--- src/rtl/tmr0_ng.sv ---
// Purpose : TMR0-style timer/counter: core-clock or synchronised external count, optional
//           2**(ps+1) prescaler, software load with 2-edge increment inhibit, sticky wrap flag.
// Latency : internal count updates tmr0out on the sampling edge; an external transition
//           stable before edge k reaches tmr0out at edge k+2. Outputs are registered.
// Backpressure: none. Events that arrive while disabled, while inhibited after a load,
//           or on a prescaler-clearing edge are dropped, not queued.
//
// Ports:
//   oscIn    in   core clock, all state changes on its rising edge
//   reset    in   asynchronous active-low reset
//   t0cki    in   external count input (asynchronous to oscIn)
//   t0cs     in   source select: 0 = every oscIn cycle, 1 = t0cki edge
//   t0se     in   external edge select: 0 = rising, 1 = falling
//   psa      in   1 = prescaler bypassed, 0 = prescaler in the count path
//   ps       in   prescale select, ratio = 2**(ps+1)
//   tmr_en   in   1 = count; 0 = timer, prescaler and inhibit counter frozen
//   wr_en    in   load strobe
//   wr_data  in   load value
//   t0if_clr in   clears the overflow flag
//   tmr0out  out  timer value
//   t0if     out  sticky overflow flag
module tmr0_ng #(
    parameter int WIDTH   = 8,   // 8 or 16
    parameter int PS_BITS = 3
) (
    input  logic               oscIn,
    input  logic               reset,
    input  logic               t0cki,
    input  logic               t0cs,
    input  logic               t0se,
    input  logic               psa,
    input  logic [PS_BITS-1:0] ps,
    input  logic               tmr_en,
    input  logic               wr_en,
    input  logic [WIDTH-1:0]   wr_data,
    input  logic               t0if_clr,
    output logic [WIDTH-1:0]   tmr0out,
    output logic               t0if
);

    // The largest ratio 2**(2**PS_BITS) needs a 2**PS_BITS-bit prescaler counter.
    localparam int PSC_W = 1 << PS_BITS;

    // ---------------------------------------------------------------
    // Registers
    // ---------------------------------------------------------------
    logic               r_s1;       // first synchroniser stage
    logic               r_s2;       // second synchroniser stage (metastability-safe)
    logic               r_s3;       // history of r_s2 for edge detection
    logic [PS_BITS-1:0] r_ps_sh;    // shadow of ps, to detect a reconfiguration
    logic               r_psa_sh;   // shadow of psa
    logic [PSC_W-1:0]   r_psc;      // prescaler event counter
    logic [1:0]         r_inh;      // increment inhibit after a load
    logic [WIDTH-1:0]   r_tmr;
    logic               r_t0if;

    // ---------------------------------------------------------------
    // Combinational decode
    // ---------------------------------------------------------------
    logic               w_ext_evt;
    logic               w_evt;
    logic               w_accept;
    logic               w_cfg_chg;
    logic               w_ps_clr;
    logic [PSC_W-1:0]   w_ps_max;
    logic               w_ps_term;
    logic               w_inc;
    logic               w_wrap;

    // Edge seen on the synchronised pin; r_s2 is already safe to use directly.
    assign w_ext_evt = t0se ? (~r_s2 & r_s3) : (r_s2 & ~r_s3);

    // Internal source produces one event per core clock.
    assign w_evt = t0cs ? w_ext_evt : 1'b1;

    // An event only counts when enabled and not inside the post-load window.
    assign w_accept = w_evt & tmr_en & (r_inh == 2'd0);

    // Any change of prescaler configuration restarts the prescaler so the next
    // terminal count is a full period of the new ratio.
    assign w_cfg_chg = (ps != r_ps_sh) | (psa != r_psa_sh);
    assign w_ps_clr  = wr_en | w_cfg_chg;

    // Terminal value R-1 = 2**(ps+1)-1: bits 0..ps set, the rest clear.
    always_comb begin
        w_ps_max = '0;
        for (int i = 0; i < PSC_W; i++) begin
            w_ps_max[i] = (PS_BITS'(i) <= ps);
        end
    end

    assign w_ps_term = (r_psc == w_ps_max);

    // A clearing edge wins over the prescaler: the event on that edge is dropped
    // and never produces a timer increment through the prescaler path.
    assign w_inc = w_accept & (psa | (~w_ps_clr & w_ps_term));

    // A load has priority over an increment, so a load can never cause a wrap.
    assign w_wrap = w_inc & ~wr_en & (r_tmr == {WIDTH{1'b1}});

    // ---------------------------------------------------------------
    // External input synchroniser; runs regardless of tmr_en so that the
    // edge detector never sees a stale level when counting is resumed.
    // ---------------------------------------------------------------
    always_ff @(posedge oscIn or negedge reset) begin
        if (!reset) begin
            r_s1 <= 1'b0;
            r_s2 <= 1'b0;
            r_s3 <= 1'b0;
        end else begin
            r_s1 <= t0cki;
            r_s2 <= r_s1;
            r_s3 <= r_s2;
        end
    end

    // ---------------------------------------------------------------
    // Configuration shadow
    // ---------------------------------------------------------------
    always_ff @(posedge oscIn or negedge reset) begin
        if (!reset) begin
            r_ps_sh  <= '0;
            r_psa_sh <= 1'b0;
        end else begin
            r_ps_sh  <= ps;
            r_psa_sh <= psa;
        end
    end

    // ---------------------------------------------------------------
    // Prescaler: only advances on accepted events while assigned.
    // ---------------------------------------------------------------
    always_ff @(posedge oscIn or negedge reset) begin
        if (!reset) begin
            r_psc <= '0;
        end else if (w_ps_clr) begin
            r_psc <= '0;
        end else if (w_accept && !psa) begin
            r_psc <= w_ps_term ? '0 : r_psc + PSC_W'(1);
        end
    end

    // ---------------------------------------------------------------
    // Inhibit counter: loaded with 2 on a write so edges w+1 and w+2 drop
    // their events. Holds while tmr_en=0, so the window is measured in
    // enabled cycles.
    // ---------------------------------------------------------------
    always_ff @(posedge oscIn or negedge reset) begin
        if (!reset) begin
            r_inh <= 2'd0;
        end else if (wr_en) begin
            r_inh <= 2'd2;
        end else if (tmr_en && (r_inh != 2'd0)) begin
            r_inh <= r_inh - 2'd1;
        end
    end

    // ---------------------------------------------------------------
    // Timer register
    // ---------------------------------------------------------------
    always_ff @(posedge oscIn or negedge reset) begin
        if (!reset) begin
            r_tmr <= '0;
        end else if (wr_en) begin
            r_tmr <= wr_data;
        end else if (w_inc) begin
            r_tmr <= r_tmr + WIDTH'(1);
        end
    end

    // ---------------------------------------------------------------
    // Overflow flag: a wrap on the same edge as a clear leaves it set, so
    // software cannot lose an overflow that races its own acknowledge.
    // ---------------------------------------------------------------
    always_ff @(posedge oscIn or negedge reset) begin
        if (!reset) begin
            r_t0if <= 1'b0;
        end else if (w_wrap) begin
            r_t0if <= 1'b1;
        end else if (t0if_clr) begin
            r_t0if <= 1'b0;
        end
    end

    assign tmr0out = r_tmr;
    assign t0if    = r_t0if;

endmodule

--- config.mk ---
export PLATFORM = sky130hd
export DESIGN_NAME = tmr0_ng
export DESIGN_NICKNAME = d
export VERILOG_FILES = /design/src/rtl/tmr0_ng.sv
export SDC_FILE = /design/constraint.sdc
export NUM_CORES = 1
export LEC_CHECK = 0
export ABC_CLOCK_PERIOD_IN_PS = 3560
export CORE_ASPECT_RATIO = 0.75
export CORE_MARGIN = 1.5
export CORE_UTILIZATION = 40
export CTS_CLUSTER_SIZE = 14
export DETAILED_ROUTE_END_ITERATION = 8
export GPL_TIMING_DRIVEN = 0
export PLACE_DENSITY = 0.63
export SLEW_MARGIN = 10
export SYNTH_ARGS = -nofsm -noshare
export SYNTH_HDL_FRONTEND = slang
export SYNTH_SLANG_ARGS = --single-unit
--- constraint.sdc ---
create_clock -name oscIn -period 3.56 [get_ports oscIn]
set_input_delay 0.712 -clock oscIn [delete_from_list [all_inputs] [get_ports oscIn]]
set_output_delay 0.712 -clock oscIn [all_outputs]
set_load 0.01 [all_outputs]
==> impl_metrics.env <==
export IMPL_outcome="completed"
export IMPL_hold_class="flop to flop"
export IMPL_cts_tree="done"
export IMPL_cts_sinks=26
export IMPL_htreeDepth=1
export IMPL_route_detailed_drc=0
export IMPL_post_dp_cell_area_um2=1843
export IMPL_path_max_fanout=10
export IMPL_die_area_um2=4124
export IMPL_crit_type="input pin to flop"
export IMPL_grt_usage=0.1964
export IMPL_avgSynthCellArea_um2=9.132
export IMPL_dp_hpwl_mm=2.686
export IMPL_utilization=0.5284
export IMPL_fin_crit_sh=0.8038
export IMPL_setup_viol=0
export IMPL_clock_fmax_mhz=349.5
export IMPL_gp_congestion=0.8824
export IMPL_grt_pass1_wl_mm=6.230
export IMPL_yosys_warnings=0
export IMPL_row_count=19
export IMPL_grt_busiest_layer="met1"
export IMPL_post_route_cells_drive_above_1_share=0.04592
export IMPL_postCtsHoldBufs=0
export IMPL_postCtsSetupRepairBufs=0
export IMPL_cts_made_buffers=3
export IMPL_wl_mm=3.743
export IMPL_antenna_found_initial=0
export IMPL_rrSetupSlack_ns=1.25
export IMPL_dr_pass1_iters=4
export IMPL_slew_violations=0
export IMPL_skew_ns=0.007446
export IMPL_timing_setup_tns_ns=0
export IMPL_cts_resized=0
export IMPL_hold_slack_ns=0.3558
export IMPL_synth_seq_area_share=0.4344
export IMPL_grt_pass1_vias=1333
export IMPL_crit_slowest_cell="a31oi_1"
export IMPL_gr_usage_met1=0.2955
export IMPL_min_period_ns=2.861
export IMPL_io_buffers=28
export IMPL_slew_headroom=0.5294
export IMPL_clockBufferDepth=2
export IMPL_total_leakage_power_nw=0.7073
export IMPL_cp_data_required_time_ns=3.76
export IMPL_routed_via_density=5.609
export IMPL_syn_nets=187
export IMPL_arrival_ns=3.06
export IMPL_initial_core_util=0.4145
export IMPL_cts_root_buf="clkbuf_8"
export IMPL_grt_max_degree=27
export IMPL_cpPeakStageDelay_ns=0.56
export IMPL_fin_cells=248
export IMPL_drt_iter0_drc=176
export IMPL_layout_nets=220
export IMPL_grt_use_met3=0.05254
export IMPL_synth_top_flop_cell="dfrtp_1"
export IMPL_final_area_um2=1909
export IMPL_irDropWorstVdd_uv=138.8
export IMPL_num_vias=1391
export IMPL_power_density_nw_per_um2=362.8
export IMPL_cap_violations=0
export IMPL_grtUsageMet2=0.2780
export IMPL_antenna_cells=0
export IMPL_synthCells=164
export IMPL_fill_cells=343
export IMPL_tightest_slew_ns=0.7000
export IMPL_crit_family="compound AO/OA/AOI/OAI gates"
export IMPL_ys_types=43
export IMPL_dp_cells=244
export IMPL_path_buf_inv=3
export IMPL_rsz0062_at_grt="no"
export IMPL_syn_area_um2=1498
export IMPL_die_y_um=55.99
export IMPL_hold_viol=0
export IMPL_synth_seq_cells=26
export IMPL_path_clk_slew_ns=0.10
export IMPL_synth_edf_count=0
export IMPL_ys_async_sr_fraction=1.000
export IMPL_regArea_um2=650.6
export IMPL_ios=29
export IMPL_critPathCaptureType="flop"
export IMPL_die_w_um=73.66
export IMPL_syn_to_final_growth_pct=27.49
export IMPL_ant_nets=0
export IMPL_start_kind="input pin"
export IMPL_core_area_um2=3613
export IMPL_overflow=0
export IMPL_worst_skew_pair_late_latency_ns=0.28
export IMPL_crit_chain="clkdlybuf4s50_1 > buf_2 > and3b_1 > o21ai_1 > a32oi_1 > a31oi_1 > buf_2 > o31ai_1 > a31oi_1"
export IMPL_wl_per_cell_um=15.09
export IMPL_multi_input_comb_area_um2=775.7
==> cell usage after synthesis, drive strengths merged (3+ instances only) <==
cell / instances / share of area
a21oi: 6 / 0.020
nand4: 4 / 0.017
clkbuf: 5 / 0.013
dfrtp: 26 / 0.43
or3: 5 / 0.021
nand2: 9 / 0.023
nand3: 10 / 0.033
nor3: 5 / 0.017
o31ai: 4 / 0.020
or2: 3 / 0.013
a22oi: 5 / 0.025
buf: 4 / 0.018
and3: 3 / 0.013
o21ai: 6 / 0.020
or4: 3 / 0.015
nand2b: 4 / 0.017
inv: 5 / 0.013
ha: 3 / 0.025
nor2: 12 / 0.030
xnor2: 6 / 0.035
a31oi: 9 / 0.038
==> cell usage in the layout, fill, tap and decap left out, drive strengths merged, types with 3 or more instances in the layout <==
master          n
clkdlybuf4s50  27
o21ai           6
nand2           9
buf             5
nand2b          4
a31oi           9
and3            3
nand3          10
dfrtp          26
o31ai           4
a22oi           5
or4             3
clkbuf          8
or2             3
xnor2           6
inv             5
nor3            5
ha              3
nand4           4
a21oi           6
nor2           12
or3             5
==> where the power goes <==
part	internal [W]	total, W	switching [W]
logic	0.0000615	0.000120	0.0000585
clock network	0.000151	0.000248	0.0000973
registers	0.000311	0.000325	0.0000139
==> logic make-up after synthesis <==
kind of cell	after synthesis	share of synthesized area
flip-flops	26	0.4344
XOR/XNOR	7	0.04094
AND/OR/NAND/NOR	70	0.2590
adder cells (fa/ha/maj)	3	0.02507
buffers and inverters	16	0.04762
AO/OA/AOI/OAI	42	0.1930
==> registers in the layout, indices dropped and copies added, names as in the netlist, 2 cells and up <==
signal and count:
r_ps_sh 3, r_psc 8, r_inh 2, tmr0out 8
==> layer usage <==
layer  vias up  wire [µm]
met5         -          0
met4         0         18
met3         2        240
met2        41       1683
met1       668       1800
li1        680          -
==> stage by stage <==
| step | power, W | setup slack [ns] |
|---|---|---|
| after floorplan | 0.0003880 | 1.220 |
| after global placement | 0.0004466 | 0.5012 |
| after detailed placement | 0.0004515 | 0.4252 |
| after CTS | 0.0007034 | 0.7137 |
| after global routing | 0.0007306 | 0.5000 |
| final | 0.0006927 | 0.6985 |
==> final timing paths <==
| kind | startpoint | to | depth (start not counted) |
|---|---|---|---|
| worst max register to register | r_psc[2]$_DFFE_PN0P_ | tmr0out[6]$_DFFE_PN0P_ | 8 |
| max in group asynchronous | reset | tmr0out[0]$_DFFE_PN0P_ | 1 |
| min in group asynchronous | reset | r_psc[3]$_DFFE_PN0P_ | 1 |
| worst min-delay path | r_s1$_DFF_PN0_ | r_s2$_DFF_PN0_ | 0 |
| worst min register to register | r_s1$_DFF_PN0_ | r_s2$_DFF_PN0_ | 0 |
| worst max-delay path | ps[2] | tmr0out[6]$_DFFE_PN0P_ | 9 |
==> worst reg2reg max path, delay by kind of cell, from the launching register on <==
family,cells,cell delay (ns)
AOI/OAI and AO/OA,5,1.13
buffers and inverters,2,0.66
DFF,1,0.33
and+or+nand+nor,1,0.11
==> final cells by class <==
class,count,area share
clock inverters,1,0.01573
clock buffers,3,0.02163
plain buffers,9,0.02359
repair buffers,28,0.1442
inverters,7,0.01376
multi-input cells,122,0.4063
flip-flops and latches,26,0.3408
well taps,52,0.03408
Note: power is estimated with default switching activity, not from simulation.
